### src/rtl/fifo_flops_param.sv
// Flop-based synchronous FIFO with arbitrary depth, occupancy count, threshold flags,
// sticky overflow/underflow errors and selectable first-word-fall-through or registered read.
module fifo_flops_param #(
  parameter int depth    = 8,
  parameter int bits     = 16,
  parameter int AF_LEVEL = depth - 2,
  parameter int AE_LEVEL = 1,
  parameter int FWFT     = 1
) (
  input  logic                       clk,
  input  logic                       rst,
  input  logic [bits-1:0]            Din,
  input  logic                       push,
  input  logic                       pop,
  input  logic                       clr_err,
  output logic [bits-1:0]            Dout,
  output logic                       full,
  output logic                       pndng,
  output logic                       almost_full,
  output logic                       almost_empty,
  output logic [$clog2(depth+1)-1:0] count,
  output logic                       overflow,
  output logic                       underflow
);

  localparam int CW = $clog2(depth + 1);
  localparam int PW = (depth > 2) ? $clog2(depth) : 1;

  if (depth < 2 || AE_LEVEL < 0 || AE_LEVEL >= AF_LEVEL || AF_LEVEL > depth) begin : g_bad_params
    $error("fifo_flops_param: need depth>=2 and 0 <= AE_LEVEL < AF_LEVEL <= depth");
  end

  logic [bits-1:0] mem [depth];
  logic [PW-1:0]   wr_ptr;
  logic [PW-1:0]   rd_ptr;
  logic            pop_acc;
  logic            push_acc;

  // Acceptance depends only on registered count, so a full FIFO can take a push alongside a pop.
  always_comb begin
    pop_acc  = pop && (count != '0);
    push_acc = push && ((count < CW'(depth)) || pop_acc);
  end

  always_comb begin
    full         = (count == CW'(depth));
    pndng        = (count != '0);
    almost_full  = (count >= CW'(AF_LEVEL));
    almost_empty = (count <= CW'(AE_LEVEL));
  end

  always_ff @(posedge clk) begin
    if (push_acc) mem[wr_ptr] <= Din;
  end

  always_ff @(posedge clk or negedge rst) begin
    if (!rst) begin
      wr_ptr    <= '0;
      rd_ptr    <= '0;
      count     <= '0;
      overflow  <= 1'b0;
      underflow <= 1'b0;
    end else begin
      if (push_acc) wr_ptr <= (wr_ptr == PW'(depth - 1)) ? '0 : wr_ptr + PW'(1);
      if (pop_acc)  rd_ptr <= (rd_ptr == PW'(depth - 1)) ? '0 : rd_ptr + PW'(1);
      if (push_acc && !pop_acc)      count <= count + CW'(1);
      else if (!push_acc && pop_acc) count <= count - CW'(1);
      // A new error in the same cycle as clr_err keeps the flag set.
      if (push && !push_acc) overflow <= 1'b1;
      else if (clr_err)      overflow <= 1'b0;
      if (pop && !pop_acc)   underflow <= 1'b1;
      else if (clr_err)      underflow <= 1'b0;
    end
  end

  if (FWFT != 0) begin : g_fwft
    assign Dout = pndng ? mem[rd_ptr] : '0;
  end else begin : g_regread
    logic [bits-1:0] dout_q;
    always_ff @(posedge clk or negedge rst) begin
      if (!rst)         dout_q <= '0;
      else if (pop_acc) dout_q <= mem[rd_ptr];
    end
    assign Dout = dout_q;
  end

endmodule
### config.mk
export PLATFORM = sky130hd
export DESIGN_NAME = fifo_flops_param
export DESIGN_NICKNAME = d
export VERILOG_FILES = /design/src/rtl/fifo_flops_param.sv
export SDC_FILE = /design/constraint.sdc
export NUM_CORES = 1
export LEC_CHECK = 0
export ABC_CLOCK_PERIOD_IN_PS = 3000
export BUFFER_PORTS_ARGS = -buffer_cell sky130_fd_sc_hd__buf_2
export CAP_MARGIN = 0
export CORE_ASPECT_RATIO = 0.9
export CORE_UTILIZATION = 53
export DETAILED_ROUTE_END_ITERATION = 10
export GPL_ROUTABILITY_DRIVEN = 0
export HOLD_SLACK_MARGIN = 0.02
export PLACE_DENSITY_LB_ADDON = 0.3
export SLEW_MARGIN = 20
export SYNTH_ARGS = -nofsm -noshare
export SYNTH_HDL_FRONTEND = slang
export SYNTH_SLANG_ARGS = --single-unit
export TNS_END_PERCENT = 20
### constraint.sdc
create_clock -name clk -period 3 [get_ports clk]
set_clock_uncertainty 0.2 [all_clocks]
set_input_delay 0.3 -clock clk [delete_from_list [all_inputs] [get_ports clk]]
set_output_delay 0.3 -clock clk [all_outputs]
set_load 0.03 [all_outputs]
==> out/summary.json <==
{
  "ios": 47,
  "hold_class": "in2async",
  "cts.root.buffer_cell": "sky130_fd_sc_hd__clkbuf_16",
  "dr.first_iter.drc_count": 115,
  "cts-buffers-inserted": 17,
  "status": "complete, no violations",
  "clockBufferDepth": 2,
  "post-route-worst-setup-slack_ps": 247.8,
  "detailedPlacementHpwl_um": 5878,
  "internal-power_mw": 4.817,
  "core_area_um2": 10200,
  "finalMaxSlewViolations": 0,
  "final_layout_size_suffix_gt1_share_pct": 39.34,
  "die-area_um2": 10890,
  "p_seq_share_pct": 37.0,
  "post_drt_via_cell_ratio": 5.689,
  "die_h_um": 99.10,
  "p_sw_mw": 2.375,
  "grt_first_pass_wirelength_um": 15640,
  "report.final.setup_viol": 0,
  "clock_power_share_pct": 28.3,
  "htreeDepth": 4,
  "worst-setup-path-type": "reg2out",
  "path_cells": "buf_12 -> mux4_2 -> a22o_2 -> buf_2",
  "critical_path.max_fanout": 13,
  "combinational_family_with_the_most_area_after_synthesis": "multiplexers",
  "final_core_util_pct": 66.93,
  "share_of_total_power_in_combinational_logic_pct": 34.7,
  "ys.warnings.count": 0,
  "totalNegativeSetupSlack_ps": 0,
  "dr_total_vias": 2816,
  "critPathArrivalTime_ps": 2250,
  "cap_violations": 0,
  "synth_seq_cells": 140,
  "r2r_end": "count[3]",
  "first_pass_iters": 4,
  "grt-ovfl-total": 0,
  "tritoncts_num_sinks": 140,
  "clk_pin_slew_worst_paths_ps": 50,
  "num-nets-final": 384,
  "diodes": 0,
  "critPathLaunchType": "flop",
  "cp_capture_type": "output port",
  "rsz0062_at_grt": "no",
  "mappedNetlistArea_um2": 5552,
  "leakage_nw": 2.460,
  "pwr_density_cell_nw_per_um2": 1053,
  "avgSynthCellArea_um2": 21.27,
  "number_of_instances_in_the_synthesized_netlist": 261,
  "tightestPinTransition_ps": 483.3,
  "achievable-frequency_mhz": 363.3,
  "core_rows": 35,
  "finalWirelength_um": 10160,
  "reg2reg_from": "count[1]",
  "route.detailed.wl_per_inst_um": 20.53,
  "drt.antenna.violating_nets": 0,
  "critical_path.startpoint": "rd_ptr[0]",
  "place_ws_ps": 477.3,
  "fin_crit_ps": 2752,
  "r2r_setup_slack_ps": 440,
  "cell_at_the_slowest_stage_of_the_critical_path": "sky130_fd_sc_hd__dfrtp_2",
  "remaining_drc_errors": 0,
  "start_util_pct": 54.41,
  "final_layout_fill_cell_count": 676,
  "post_cts_resize_count": 0,
  "yosys.cell_types.count": 34,
  "timing.reg2reg.worst_path_depth": 9,
  "pin_count_of_the_biggest_net_entering_global_routing": 33,
  "required_ps": 2500,
  "vias_in_the_first_global_route": 2811,
  "port_buffers": 46,
  "layout_worst_path_cycle_share_pct": 91.74,
  "peakVddDrop_v": 0.0005658,
  "mappedNetlistNets": 290,
  "yosysSeqAreaShare_pct": 74.65,
  "number_of_antenna_violations_at_the_first_check_in_global_routing": 0,
  "sw_frac_of_total_pct": 33.02,
  "yosys.area_share.xor_xnor_pct": 0.6311,
  "synth_compound_gate_area_share_pct": 3.155,
  "fin_hold_ws_ps": 106.4,
  "clock_tree_from_tritoncts": "yes",
  "yosys.area_share.simple_pct": 2.885,
  "clkLatencyLatePin_ps": 400,
  "synth_adder_area_share_pct": 1.803,
  "relSlewSlack_pct": 67.78,
  "die_width_um": 109.9,
  "areaGrowthSynthToFinish_pct": 23.01,
  "track_usage_pct": 20.97,
  "muxShareOfSynthArea_pct": 14.51,
  "timing.final.hold_violations": 0,
  "timing.critical_path.slowest_cell_delay_ps": 620
}
[layout make-up]
class | instances | area [µm²] | area share [%]
clock buffers | 18 | 429.2 | 6.284
clock inverters | 12 | 150.1 | 2.199
inverters | 7 | 26.28 | 0.3848
multi-input cells | 103 | 1311 | 19.20
flip-flops and latches | 140 | 4145 | 60.70
well taps | 129 | 161.4 | 2.364
repair buffers | 86 | 605.6 | 8.868
[how the worst max path moves through the flow]
stage	endpoint	slack, ps
after floorplan	mem[2][0]	240
after global placement	count[3]	570
after detailed placement	count[3]	480
after CTS	Dout[15]	200
after global routing	Dout[15]	130
final	Dout[15]	250
[state kept, by name, summed over array words and instances, names as in the netlist]
| signal | flops |
|---|---|
| wr_ptr | 3 |
| rd_ptr | 3 |
| underflow | 1 |
| count | 4 |
| mem | 128 |
| overflow | 1 |
[layout by cell type (no fill, tap or decap), drive strengths merged, types with 2 or more instances in the layout]
cell | Yosys | final
clkinvlp | 0 | 2
a22o | 16 | 16
ha | 8 | 8
clkinv | 0 | 7
nor3 | 5 | 5
dfrtp | 12 | 12
o21ai | 2 | 2
bufinv | 0 | 3
nor2 | 9 | 9
mux4 | 32 | 32
nor2b | 2 | 2
inv | 7 | 7
buf | 10 | 66
xor2 | 3 | 3
edfxtp | 128 | 128
clkbuf | 1 | 18
nand2 | 6 | 6
mux2 | 6 | 6
nand2b | 2 | 2
dlygate4sd3 | 0 | 20
[metal layers]
| metal | GRT usage (%) | vias to the layer above | share of wire (%) |
|---|---|---|---|
| met2 | 31.54 | 87 | 49 |
| met3 | 6.488 | 10 | 5.7 |
| met4 | 6.769 | 0 | 1.2 |
| met1 | 29.55 | 1455 | 44 |
| met5 | 0 | - | 0 |
| li1 | - | 1264 | - |
[power groups by stage]
stage | registers (mW) | logic (mW) | clock network (mW)
2_1_floorplan | 2.68 | 1.86 | 0
3_3_place_gp | 2.69 | 2.46 | 0
3_5_place_dp | 2.70 | 2.49 | 0
4_1_cts | 2.67 | 2.53 | 2.07
5_1_grt | 2.71 | 2.68 | 2.15
6_report | 2.66 | 2.49 | 2.04
[cell families after synthesis]
group                    Yosys count
flip-flops                       140
multiplexers                      39
AND/OR/NAND/NOR                   31
AO/OA/AOI/OAI                     21
buffers and inverters             18
adder cells (fa/ha/maj)            8
XOR/XNOR                           4
[what timing repair did]
action,in CTS,in global routing
hold buffers,20,0
hold endpoints to repair,142,0
buffers inserted,0,0
[per-stage QoR]
stage               cell area [µm²]  cells  power [mW]
floorplan                      5558    261       4.543
global placement               6050    445       5.142
detailed placement             6050    445       5.188
CTS                            6829    495       7.269
global route                   6829    495       7.530
finish                         6829    495       7.191
[critical path: cells and delay by family, from the launching register on]
| kind | cells | cell delay, ps |
|---|---|---|
| flip-flops | 1 | 620 |
| multiplexers | 1 | 530 |
| buffers and inverters | 2 | 390 |
| AO/OA/AOI/OAI | 1 | 290 |
[synth_stat cells]
master                     count  share of area (%)
sky130_fd_sc_hd__a22o_2        4               0.72
sky130_fd_sc_hd__nor3_1        5               0.45
sky130_fd_sc_hd__nand3_1       1              0.090
sky130_fd_sc_hd__mux2i_1       1               0.18
sky130_fd_sc_hd__buf_4         1               0.14
sky130_fd_sc_hd__and2_4        1               0.16
sky130_fd_sc_hd__buf_6         3               0.61
sky130_fd_sc_hd__nor3b_2       1               0.23
sky130_fd_sc_hd__or4_1         1               0.14
sky130_fd_sc_hd__xnor2_1       1               0.16
sky130_fd_sc_hd__mux2_2        6                1.2
sky130_fd_sc_hd__o22ai_1       1               0.11
sky130_fd_sc_hd__or2b_1        1               0.14
sky130_fd_sc_hd__edfxtp_1    128                 69
sky130_fd_sc_hd__nand4_1       1               0.11
sky130_fd_sc_hd__mux4_2       30                 12
sky130_fd_sc_hd__buf_8         3               0.81
sky130_fd_sc_hd__nand2b_1      2               0.23
sky130_fd_sc_hd__nor2b_1       2               0.23
sky130_fd_sc_hd__a22o_1       12                1.9
sky130_fd_sc_hd__buf_2         3               0.27
sky130_fd_sc_hd__nand2_1       6               0.41
sky130_fd_sc_hd__ha_1          8                1.8
sky130_fd_sc_hd__inv_2         1              0.068
sky130_fd_sc_hd__dfrtp_1      12                5.4
sky130_fd_sc_hd__inv_1         6               0.41
sky130_fd_sc_hd__a21o_2        1               0.16
sky130_fd_sc_hd__xor2_1        3               0.47
sky130_fd_sc_hd__a21oi_1       1              0.090
sky130_fd_sc_hd__nor2_1        9               0.61
sky130_fd_sc_hd__mux4_1        2               0.95
sky130_fd_sc_hd__clkbuf_1      1              0.068
sky130_fd_sc_hd__o21ai_0       2               0.18
sky130_fd_sc_hd__nor4_1        1               0.11
(Power assumes the default switching activity.)
